[config.mk]
export PLATFORM = sky130hd
export DESIGN_NAME = motor_speed_scheduler
export DESIGN_NICKNAME = d
export VERILOG_FILES = /design/src/rtl/motor_speed_scheduler.sv
export SDC_FILE = /design/constraint.sdc
export NUM_CORES = 1
export LEC_CHECK = 0
export BUFFER_PORTS_ARGS = -buffer_cell sky130_fd_sc_hd__buf_2
export CAP_MARGIN = 20
export CORE_MARGIN = 2
export CORE_UTILIZATION = 62
export DETAILED_ROUTE_END_ITERATION = 10
export PLACE_DENSITY = 0.84
export SLEW_MARGIN = 0
export SYNTH_ARGS = -nofsm -noshare
export SYNTH_HDL_FRONTEND = slang
export SYNTH_SLANG_ARGS = --single-unit
[constraint.sdc]
create_clock -name clk -period 16.68 [get_ports clk]
set_clock_uncertainty 0.05 [all_clocks]
set_input_delay 2.502 -clock clk [delete_from_list [all_inputs] [get_ports clk]]
set_output_delay 2.502 -clock clk [all_outputs]
set_load 0.01 [all_outputs]
[src/rtl/motor_speed_scheduler.sv]
// motor_speed_scheduler
//
// Measures encoder pulse periods on NUM_CH motor channels and time-shares one
// external combinational period-to-speed converter between them with
// round-robin arbitration. The latest 8-bit speed of every channel is held for
// the motor control loop; a channel whose period counter saturates is treated
// as stalled and reports speed 0.
//
// Build option:
//   MOTOR_SPEED_AVG_EN  when defined, a non-stall update writes the rounded
//                       mean of the previous speed and the new converter result
//                       instead of the converter result alone.
//
// Ports:
//   clk          system clock
//   rst          asynchronous active-high reset
//   enc_in       raw encoder pulse per channel (asynchronous to clk)
//   conv_period  registered period presented to the shared converter
//   conv_speed   converter result for conv_period
//   speed_flat   speed of channel i on bits [8i+7:8i]
//   speed_valid  one-cycle pulse when the speed of channel i is updated
//   busy         high while a conversion is in progress
module motor_speed_scheduler #(
   parameter int NUM_CH       = 4,
   parameter int CNT_W        = 16,
   parameter int PRESCALE_DIV = 50
) (
   input  logic                  clk,
   input  logic                  rst,
   input  logic [NUM_CH-1:0]     enc_in,
   output logic [CNT_W-1:0]      conv_period,
   input  logic [7:0]            conv_speed,
   output logic [NUM_CH*8-1:0]   speed_flat,
   output logic [NUM_CH-1:0]     speed_valid,
   output logic                  busy
);

   localparam int GW = (NUM_CH > 1) ? $clog2(NUM_CH) : 1;
   localparam int PW = (PRESCALE_DIV > 1) ? $clog2(PRESCALE_DIV) : 1;
   localparam logic [CNT_W-1:0] CNT_MAX  = '1;
   localparam logic [PW-1:0]    PRE_LAST = PW'(PRESCALE_DIV - 1);
   localparam logic [GW-1:0]    LAST_CH  = GW'(NUM_CH - 1);

   typedef enum logic [1:0] {
      S_IDLE,
      S_WAIT,
      S_CAPT
   } state_t;

`ifdef MOTOR_SPEED_AVG_EN
   // Rounded mean of previous and new speed; the 9-bit sum cannot overflow.
   function automatic logic [7:0] avg_speed(input logic [7:0] prev,
                                            input logic [7:0] conv);
      logic [8:0] sum;
      sum = {1'b0, prev} + {1'b0, conv} + 9'd1;
      return sum[8:1];
   endfunction
`endif

   logic [NUM_CH-1:0]              sync1_q, sync1_d;
   logic [NUM_CH-1:0]              sync2_q, sync2_d;
   logic [NUM_CH-1:0]              sync3_q, sync3_d;
   logic [PW-1:0]                  pre_q, pre_d;
   logic [NUM_CH-1:0][CNT_W-1:0]   cnt_q, cnt_d;
   logic [NUM_CH-1:0][CNT_W-1:0]   per_q, per_d;
   logic [NUM_CH-1:0]              pend_q, pend_d;
   logic [NUM_CH-1:0]              stall_q, stall_d;
   logic [NUM_CH-1:0]              stopped_q, stopped_d;
   state_t                         state_q, state_d;
   logic [GW-1:0]                  grant_q, grant_d;
   logic [GW-1:0]                  last_grant_q, last_grant_d;
   logic                           cur_stall_q, cur_stall_d;
   logic [CNT_W-1:0]               conv_period_q, conv_period_d;
   logic [NUM_CH-1:0][7:0]         speed_q, speed_d;
   logic [NUM_CH-1:0]              speed_valid_q, speed_valid_d;

   logic [NUM_CH-1:0]              edge_w;
   logic                           tick;
   logic                           rr_found;
   logic [GW-1:0]                  rr_idx;

   // Synchronizer chain and rising-edge detect; the third flop only serves
   // as the "previous" sample for the edge detector.
   always_comb begin
      sync1_d = enc_in;
      sync2_d = sync1_q;
      sync3_d = sync2_q;
      edge_w  = sync2_q & ~sync3_q;
   end

   // Prescaler: tick in the cycle the count sits at its last value.
   always_comb begin
      tick  = (pre_q == PRE_LAST);
      pre_d = tick ? '0 : pre_q + 1'b1;
   end

   // Round-robin search starting just after the last served channel.
   always_comb begin
      int cand;
      rr_found = 1'b0;
      rr_idx   = last_grant_q;
      cand     = 0;
      for (int k = 1; k <= NUM_CH; k++) begin
         cand = (int'(last_grant_q) + k) % NUM_CH;
         if (!rr_found && pend_q[GW'(cand)]) begin
            rr_found = 1'b1;
            rr_idx   = GW'(cand);
         end
      end
   end

   always_comb begin
      cnt_d         = cnt_q;
      per_d         = per_q;
      pend_d        = pend_q;
      stall_d       = stall_q;
      stopped_d     = stopped_q;
      state_d       = state_q;
      grant_d       = grant_q;
      last_grant_d  = last_grant_q;
      cur_stall_d   = cur_stall_q;
      conv_period_d = conv_period_q;
      speed_d       = speed_q;
      speed_valid_d = '0;

      case (state_q)
         S_IDLE: begin
            if (rr_found) begin
               grant_d        = rr_idx;
               conv_period_d  = per_q[rr_idx];
               cur_stall_d    = stall_q[rr_idx];
               pend_d[rr_idx] = 1'b0;
               state_d        = S_WAIT;
            end
         end
         S_WAIT: begin
            state_d = S_CAPT;
         end
         S_CAPT: begin
`ifdef MOTOR_SPEED_AVG_EN
            speed_d[grant_q] = cur_stall_q ? 8'd0
                                           : avg_speed(speed_q[grant_q], conv_speed);
`else
            speed_d[grant_q] = cur_stall_q ? 8'd0 : conv_speed;
`endif
            speed_valid_d[grant_q] = 1'b1;
            last_grant_d           = grant_q;
            state_d                = S_IDLE;
         end
         default: begin
            state_d = S_IDLE;
         end
      endcase

      // Channel updates come after the grant clear so that a new capture on
      // the channel being granted re-arms its pending flag.
      for (int i = 0; i < NUM_CH; i++) begin
         if (edge_w[i]) begin
            cnt_d[i] = tick ? CNT_W'(1) : '0;
            if (stopped_q[i]) begin
               // First edge after reset or stall has no valid start point.
               stopped_d[i] = 1'b0;
            end else begin
               per_d[i]   = cnt_q[i];
               pend_d[i]  = 1'b1;
               stall_d[i] = 1'b0;
            end
         end else begin
            if (tick && (cnt_q[i] != CNT_MAX)) begin
               cnt_d[i] = cnt_q[i] + 1'b1;
            end
            // Stall fires once; stopped stays set until the next edge.
            if ((cnt_q[i] == CNT_MAX) && !stopped_q[i]) begin
               stopped_d[i] = 1'b1;
               pend_d[i]    = 1'b1;
               stall_d[i]   = 1'b1;
            end
         end
      end
   end

   always_ff @(posedge clk or posedge rst) begin
      if (rst) begin
         sync1_q       <= '0;
         sync2_q       <= '0;
         sync3_q       <= '0;
         pre_q         <= '0;
         cnt_q         <= '0;
         per_q         <= '0;
         pend_q        <= '0;
         stall_q       <= '0;
         stopped_q     <= '1;
         state_q       <= S_IDLE;
         grant_q       <= '0;
         last_grant_q  <= LAST_CH;
         cur_stall_q   <= 1'b0;
         conv_period_q <= '0;
         speed_q       <= '0;
         speed_valid_q <= '0;
      end else begin
         sync1_q       <= sync1_d;
         sync2_q       <= sync2_d;
         sync3_q       <= sync3_d;
         pre_q         <= pre_d;
         cnt_q         <= cnt_d;
         per_q         <= per_d;
         pend_q        <= pend_d;
         stall_q       <= stall_d;
         stopped_q     <= stopped_d;
         state_q       <= state_d;
         grant_q       <= grant_d;
         last_grant_q  <= last_grant_d;
         cur_stall_q   <= cur_stall_d;
         conv_period_q <= conv_period_d;
         speed_q       <= speed_d;
         speed_valid_q <= speed_valid_d;
      end
   end

   assign conv_period = conv_period_q;
   assign speed_flat  = speed_q;
   assign speed_valid = speed_valid_q;
   assign busy        = (state_q != S_IDLE);

endmodule

Word-level counts from Yosys, hierarchy flattened
Cells that the tools add are included.
Storage, ports and cells
  bits of input ports: 14
  word-level logic and storage cells: 186
  register bits after elaboration: 217
  output and inout port bits: 53
Cells by class
  equality and inequality tests: 16
  add/subtract/negate cells: 9
  reduce and logical (&&, ||, !) cells: 39
  bitwise operators: 8
  muxes and demuxes: 75
  $lt $le $gt $ge: 8
Operators with widths (count)
  2-to-1 mux 16 bit: 9
  adder 16 x 1 -> 16 bit, second input constant: 4
  equality test 16 bit, second input constant: 4
  inequality test 16 bit, second input constant: 4
  2-to-1 mux 1 bit: 44
  binary-select mux 16 bit (select 2 bit): 1
  bitwise mux 32 bit: 1
  AND reduction 2 bit: 9
  nonzero test 2 bit: 9
  demux 8 bit (select 2 bit): 1
  less-than comparator 2 x 4 -> 1 bit, second input constant: 4
  2-to-1 mux 8 bit: 2
  logical AND 1 bit: 13
  2-to-1 mux 4 bit: 3
  binary-select mux 1 bit (select 2 bit): 5
  2-to-1 mux 2 bit: 5
  inequality test 2 bit, second input constant: 5
  AND 4 bit: 2
  NOT 4 bit: 2
  logical NOT 1 bit: 7
  adder 6 x 1 -> 6 bit, second input constant: 1
  equality test 6 bit, second input constant: 1
  less-than comparator 2 x 3 -> 1 bit, second input constant: 2
  2-to-1 mux 6 bit: 1
  9 further kinds: 16

Depth between registers and ports, before layout
Gate-level depths: netlist of run 1.
  depth in word-level cells: 24
  mapped depth: 9

Worst setup path after synthesis of run 1
Ideal clock, no wire load.
  kind: register to output
  from: register state_q[1]
  to: output port busy
  buffers on the path: 0
  path slack: 13.488 ns
  data required time: 14.128 ns
  arrival: 0.640 ns
  cell stages (with the launch flop): 2
  path through: dfrtp_1 or2_1
Between the ends
  longest elaborated chain between the ends: 1
RTL lines
  start, declared: RTL line 69  | state_t state_q, state_d;
  start signal, assigned: RTL line 210  | state_q <= state_d;
  nonzero test 2 bit: RTL line 223  | assign busy = (state_q != S_IDLE);
  end, declared: RTL line 35  | output logic busy
No other way between the ends.

Worst setup path in the final report of run 1
Same ends and word-level chain as after synthesis.

==> results of run 1 <==
==> final timing paths <==
check,from,endpoint,slack (ns),cells past startpoint
max,state_q[1],busy,12.79,2
min reg2reg,sync1_q[1],sync2_q[1],0.30,0
max in group asynchronous,rst,cnt_q[56],12.89,3
min in group asynchronous,rst,speed_flat[23],2.17,2
max reg2reg,pre_q[1],cnt_q[13],14.05,8
min,sync1_q[1],sync2_q[1],0.30,0
==> routing by layer <==
layer | global-route usage | up-vias | part of all wire
met5 | 0 | - | 0
met4 | 0.0978 | 0 | 0.039
met3 | 0.0343 | 51 | 0.053
met2 | 0.433 | 261 | 0.47
met1 | 0.368 | 3641 | 0.44
li1 | - | 3314 | -
==> synth_stat cells, types with 18 or more instances <==
| master | number | area share |
|---|---|---|
| mux2_2 | 64 | 0.072 |
| xnor2_1 | 39 | 0.034 |
| o21ai_0 | 44 | 0.022 |
| nand2_1 | 70 | 0.026 |
| nand4_1 | 27 | 0.017 |
| nor2_1 | 80 | 0.030 |
| inv_1 | 18 | 0.0067 |
| clkbuf_1 | 25 | 0.0094 |
| a21oi_1 | 41 | 0.020 |
| nand3_1 | 20 | 0.010 |
| dfrtp_1 | 211 | 0.53 |
| o31ai_1 | 21 | 0.016 |
==> final cells by class <==
type                    instances  area [um2]
inverters                      18        75.1
multi-input cells             607        4300
flip-flops and latches        217        5440
well taps                     216         270
fillers                      1026        4460
clock inverters                 9         185
repair buffers                 79         428
clock buffers                  31         676
==> cell usage in the layout, fill, tap and decap left out, types with 17 or more instances in the layout <==
cell	synthesis	routed
dfrtp_1	211	211
nor2_1	80	80
nand2_1	70	70
buf_2	14	66
mux2_2	64	64
o21ai_0	44	44
a21oi_1	41	41
xnor2_1	39	39
nand4_1	27	27
clkbuf_16	0	23
o31ai_1	21	21
nand3_1	20	20
inv_1	18	17
mux2_4	17	17
a221o_1	17	17
==> cells by family (layout without fill, tap and decap cells) <==
logic type | after synthesis | after routing | synth area share
XOR/XNOR | 44 | 44 | 0.0385
AND/OR/NAND/NOR | 308 | 308 | 0.166
multiplexers | 81 | 81 | 0.0974
adder cells (fa/ha/maj) | 6 | 6 | 0.00749
flip-flops | 217 | 217 | 0.543
buffers and inverters | 65 | 137 | 0.0293
AO/OA/AOI/OAI | 168 | 168 | 0.119
==> state kept, by name (all words and copies together) (netlist names) <==
name          flops
sync1_q           4
state_q           2
stall_q           4
cnt_q            64
pre_q             6
grant_q           2
conv_period      16
sync2_q           4
cur_stall_q       1
speed_flat       32
stopped_q         4
per_q            64
last_grant_q      2
sync3_q           4
speed_valid       4
pend_q            4
==> worst max-delay path, stage by stage (launching register included) <==
cell     delay, ns
dfrtp_1       0.40
or2_1         0.28
buf_2         0.16
==> power groups by stage <==
stage / sequential, mW / clock [mW] / combinational (mW)
finish: 0.620 / 0.572 / 0.293
global route: 0.627 / 0.598 / 0.318
CTS: 0.619 / 0.575 / 0.292
detailed placement: 0.626 / 0 / 0.283
global placement: 0.625 / 0 / 0.274
floorplan: 0.640 / 0 / 0.188
==> impl_results.md, run 1 <==
* Post-DP Area at 10500 um2
* Post-route setup slack at 12.79 ns
* Worst path required time at 14.13 ns
* GP Congestion at 0.883
* Setup bufs post-CTS at 0
* Tmin final at 3.89 ns
* Cts hold-fix bufs at 0
* Number of synthesized flops with an enable pin at 0
* Final non-filler cell total at 1177
* Max-slew violations at 0
* RSZ-0062 raised after global routing: no
* Worst setup SP type: flop
* Die Area at 17200 um2
* Post-Syn Area at 10000 um2
* Via density at 6.17
* Core footprint at 15800 um2
* Root Buffer: clkbuf_16
* Critical Path Fanout Max at 4
* Place WS at 12.28 ns
* Starting Density at 0.633
* Minimum hold slack at 0.301 ns
* Crit Path Category: flop to primary output
* # IOs at 67
* Finished Cell Area at 11400 um2
* Ys flop type: dfrtp_1
* Max clock buf depth at 3
* CTS tree: done
* Post-CTS Resized at 0
* Ys Warns at 0
* Final hold vios at 0
* Row Count at 46
* First-pass GRT wire length at 37300 um
* Grt ovf at 0
* DR pass1 iterations at 5
* Clk_lat worst skew at 0.51 ns
* Max Cap Viol at 0
* Logic pwr share at 0.197
* Die Y-Extent at 131 um
* Buffers added on ports at 66
* Pwr Total at 1.49 mW
* DR vias at 7267
* Syn_nets at 909
* Die X at 131 um
* Final HPWL DP at 14600 um
* Power Internal at 1.04 mW
* Utilization after layout at 0.718
* Number of global-route vias before repair at 7195
* Final Routed Wirelength at 22600 um
* Antenna Nets Post-Route at 0
* Max H-tree Level at 1
* Power per cell area at 131 nW/um2
* Layout cells sized above 1 at 0.254
* Relative slew slack at 0.270
* Status: finished, final reports clean
* Initial DRC count at 513
* Peak VDD IR at 84.2 uV
* Arrival time at the worst endpoint at 1.34 ns
* Syn Area/Cell at 11.3 um2
* Seq/Total Area, Yosys at 0.543
* Initial antenna violation count at 0
* Net Sw Frac at 0.301
* Final period util at 0.233
* Tightest Pin Transition at 1.09 ns
* WL/cell at 19.2 um
* Psw at 447 uW
* Finish-stage setup viols at 0
* Placed Cells at 1136
* FFs w/ async S/R, synth at 1.00
* Post-Syn Instances at 889
* Post-layout net count at 965
* Unique cell type count in the Yosys netlist at 74
* Sequential share of power at 0.418
* CP Capture Type: primary output
* Total CTS buffers at 22
* Synthesized flop and latch total at 217
* Gr usage total at 0.265
* Static Leak at 5.22 nW
* Hold crit path type: flop to flop
* Max Freq at 257 MHz
* Largest net degree at the start of global routing at 141
* CTS Sinks at 217
* Clock-pin slew on the worst setup and hold paths at 0.07 ns
* DRC at 0
* Clk pwr share at 0.385
* Area Growth Syn to Fin at 13.4%
* Setup TNS at 0 ns
* Diode count at 0
(Power assumes the default switching activity.)
==> run 2, diff against run 1 <==
--- a/config.mk
+++ b/config.mk
@@ -8,9 +8,9 @@
 export BUFFER_PORTS_ARGS = -buffer_cell sky130_fd_sc_hd__buf_2
 export CAP_MARGIN = 20
 export CORE_MARGIN = 2
-export CORE_UTILIZATION = 62
+export CORE_UTILIZATION = 55
 export DETAILED_ROUTE_END_ITERATION = 10
-export PLACE_DENSITY = 0.84
+export PLACE_DENSITY = 0.79
 export SLEW_MARGIN = 0
 export SYNTH_ARGS = -nofsm -noshare
 export SYNTH_HDL_FRONTEND = slang
==> constraint.sdc (replaced) <==
create_clock -name clk -period 3.2 [get_ports clk]
set_clock_uncertainty 0.05 [all_clocks]
set_input_delay 0.48 -clock clk [delete_from_list [all_inputs] [get_ports clk]]
set_output_delay 0.48 -clock clk [all_outputs]
set_load 0.01 [all_outputs]
==> run 2 against run 1 <==
  * Via count down 1.5%
  * Cell area rose by 0.41%
  * Power increased to 4.9 times the previous value
  * Critical path depth rose by 4
  * First-iteration DRC count shrank 5.8%
  * Global-route usage decreased by 3.0 points
  * Count of clock-buffer cells in the layout is 4 higher
  * Register-to-register slack worse by 13 ns
  * Setup slack worse by 12 ns
  * Clock power grew to 4.5 times the previous value
  * Largest cell class unchanged
  * Highest routed layer unchanged
==> impl_results.md, run 2 (synthesis results as in run 1) <==
* Final Routed Wirelength at 22600 um (about the same)
* Post-DP Area at 10600 um2 (was 10500 um2)
* Tightest Pin Transition at 0.946 ns (was 1.09 ns)
* Cts hold-fix bufs at 0 (unchanged)
* Final HPWL DP at 15700 um (was 14600 um)
* Clk_lat worst skew at 0.51 ns (about the same)
* Most common cell after layout, fill and taps aside: dfrtp_1 (unchanged)
* Finished Cell Area at 11400 um2 (about the same)
* Critical Path Fanout Max at 20 (was 4)
* Die Area at 19300 um2 (was 17200 um2)
* First-pass GRT wire length at 36800 um (was 37300 um)
* Setup bufs post-CTS at 0 (unchanged)
* Number of global-route vias before repair at 6840 (was 7195)
* Pwr Total at 7.33 mW (was 1.49 mW)
* Max-slew violations at 0 (unchanged)
* Max H-tree Level at 1 (unchanged)
* Post-CTS Resized at 0 (unchanged)
* Status: finished, final reports clean (unchanged)
* Minimum hold slack at 0.0170 ns (was 0.301 ns)
* Total CTS buffers at 23 (was 22)
* Diode count at 0 (unchanged)
* Power per cell area at 642 nW/um2 (was 131 nW/um2)
* Via density at 5.94 (was 6.17)
* Root Buffer: clkbuf_16 (unchanged)
* RSZ-0062 raised after global routing: no (unchanged)
* CTS Sinks at 217 (unchanged)
* Crit Path Category: flop to flop (was flop to primary output)
* # IOs at 67 (unchanged)
* Arrival time at the worst endpoint at 2.81 ns (was 1.34 ns)
* Layout cells sized above 1 at 0.259 (was 0.254)
* Gr usage total at 0.235 (was 0.265)
* Clock-pin slew on the worst setup and hold paths at 0.06 ns (was 0.07 ns)
* DR pass1 iterations at 5 (unchanged)
* DRC at 0 (unchanged)
* Row Count at 49 (was 46)
* Most frequent cells in the layout: dfrtp_1, nor2_1, nand2_1 (unchanged)
* Largest net degree at the start of global routing at 46 (was 141)
* Peak VDD IR at 521 uV (was 84.2 uV)
* Setup TNS at 0 ns (unchanged)
* Buffers added on ports at 66 (unchanged)
* Finish-stage setup viols at 0 (unchanged)
* Final hold vios at 0 (unchanged)
* DR vias at 7159 (was 7267)
* Post-layout net count at 979 (was 965)
* CP Capture Type: flop (was primary output)
* Worst path required time at 3.53 ns (was 14.13 ns)
* Die Y-Extent at 139 um (was 131 um)
* Starting Density at 0.560 (was 0.633)
* Tmin final at 2.48 ns
* GP Congestion at 0.878 (was 0.883)
* Static Leak at 5.25 nW (was 5.22 nW)
* Initial DRC count at 483 (was 513)
* Area Growth Syn to Fin at 13.9% (was 13.4%)
* CTS tree: done (unchanged)
* Max clock buf depth at 3 (unchanged)
* WL/cell at 18.8 um (was 19.2 um)
* Max Cap Viol at 0 (unchanged)
* Core footprint at 17900 um2 (was 15800 um2)
* Max Freq at 404 MHz
* Grt ovf at 0 (unchanged)
* Hold crit path type: input pin to flop (was flop to flop)
* Antenna Nets Post-Route at 0 (unchanged)
* Initial antenna violation count at 0 (unchanged)
* Final period util at 0.774
* Die X at 139 um (was 131 um)
* Worst setup SP type: flop (unchanged)
* Relative slew slack at 0.365 (was 0.270)
-- run 2: through the flow --
stage                     utilization  worst slack, ns  std cells
after global placement          0.594            0.838       1161
after floorplan                     -           -0.151        889
after CTS                       0.636            0.747       1203
after detailed placement        0.594            0.765       1161
after global routing            0.638            0.610       1205
final                           0.638            0.723       1205
-- run 2: layout make-up --
| class | count | area [um2] |
|---|---|---|
| clock buffer | 35 | 681 |
| clock inverter | 7 | 63.8 |
| fill | 1367 | 6490 |
| inverter | 18 | 71.3 |
| multi-input combinational | 607 | 4300 |
| sequential | 217 | 5440 |
| tap | 229 | 287 |
| timing repair buffer | 92 | 578 |
-- run 2: critical path, stage by stage (launching register included) --
cell and delay (ns):
dfrtp_1 0.42, nor2b_2 0.19, o21a_1 0.42, nor3_4 0.24, buf_4 0.36, mux2_4 0.33, a221o_1 0.33
-- run 2: metal layers --
layer  GRT usage  vias to the layer above  routed length (um)
li1            -                     3354                   -
met1       0.353                     3508               10300
met5           0                        -                   0
met3      0.0369                       50                1340
met2       0.352                      247               10200
met4      0.0792                        0                 795
-- run 2: where the power goes --
group | switching, mW | internal, mW
Combinational | 1.00 | 0.511
Sequential | 0.189 | 3.04
Clock | 1.04 | 1.55
Total | 2.23 | 5.09
-- run 2: path summary, 6_finish.rpt --
| kind | start | endpoint | slack [ns] | cells past startpoint |
|---|---|---|---|---|
| max | pend_q[3] | conv_period[1] | 0.72 | 6 |
| min | enc_in[3] | sync1_q[3] | 0.02 | 1 |
| max reg2reg | pend_q[3] | conv_period[1] | 0.72 | 6 |
| min reg2reg | sync1_q[0] | sync2_q[0] | 0.30 | 0 |
| max in group asynchronous | rst | stopped_q[2] | 1.91 | 5 |
| min in group asynchronous | rst | speed_flat[23] | 0.38 | 3 |
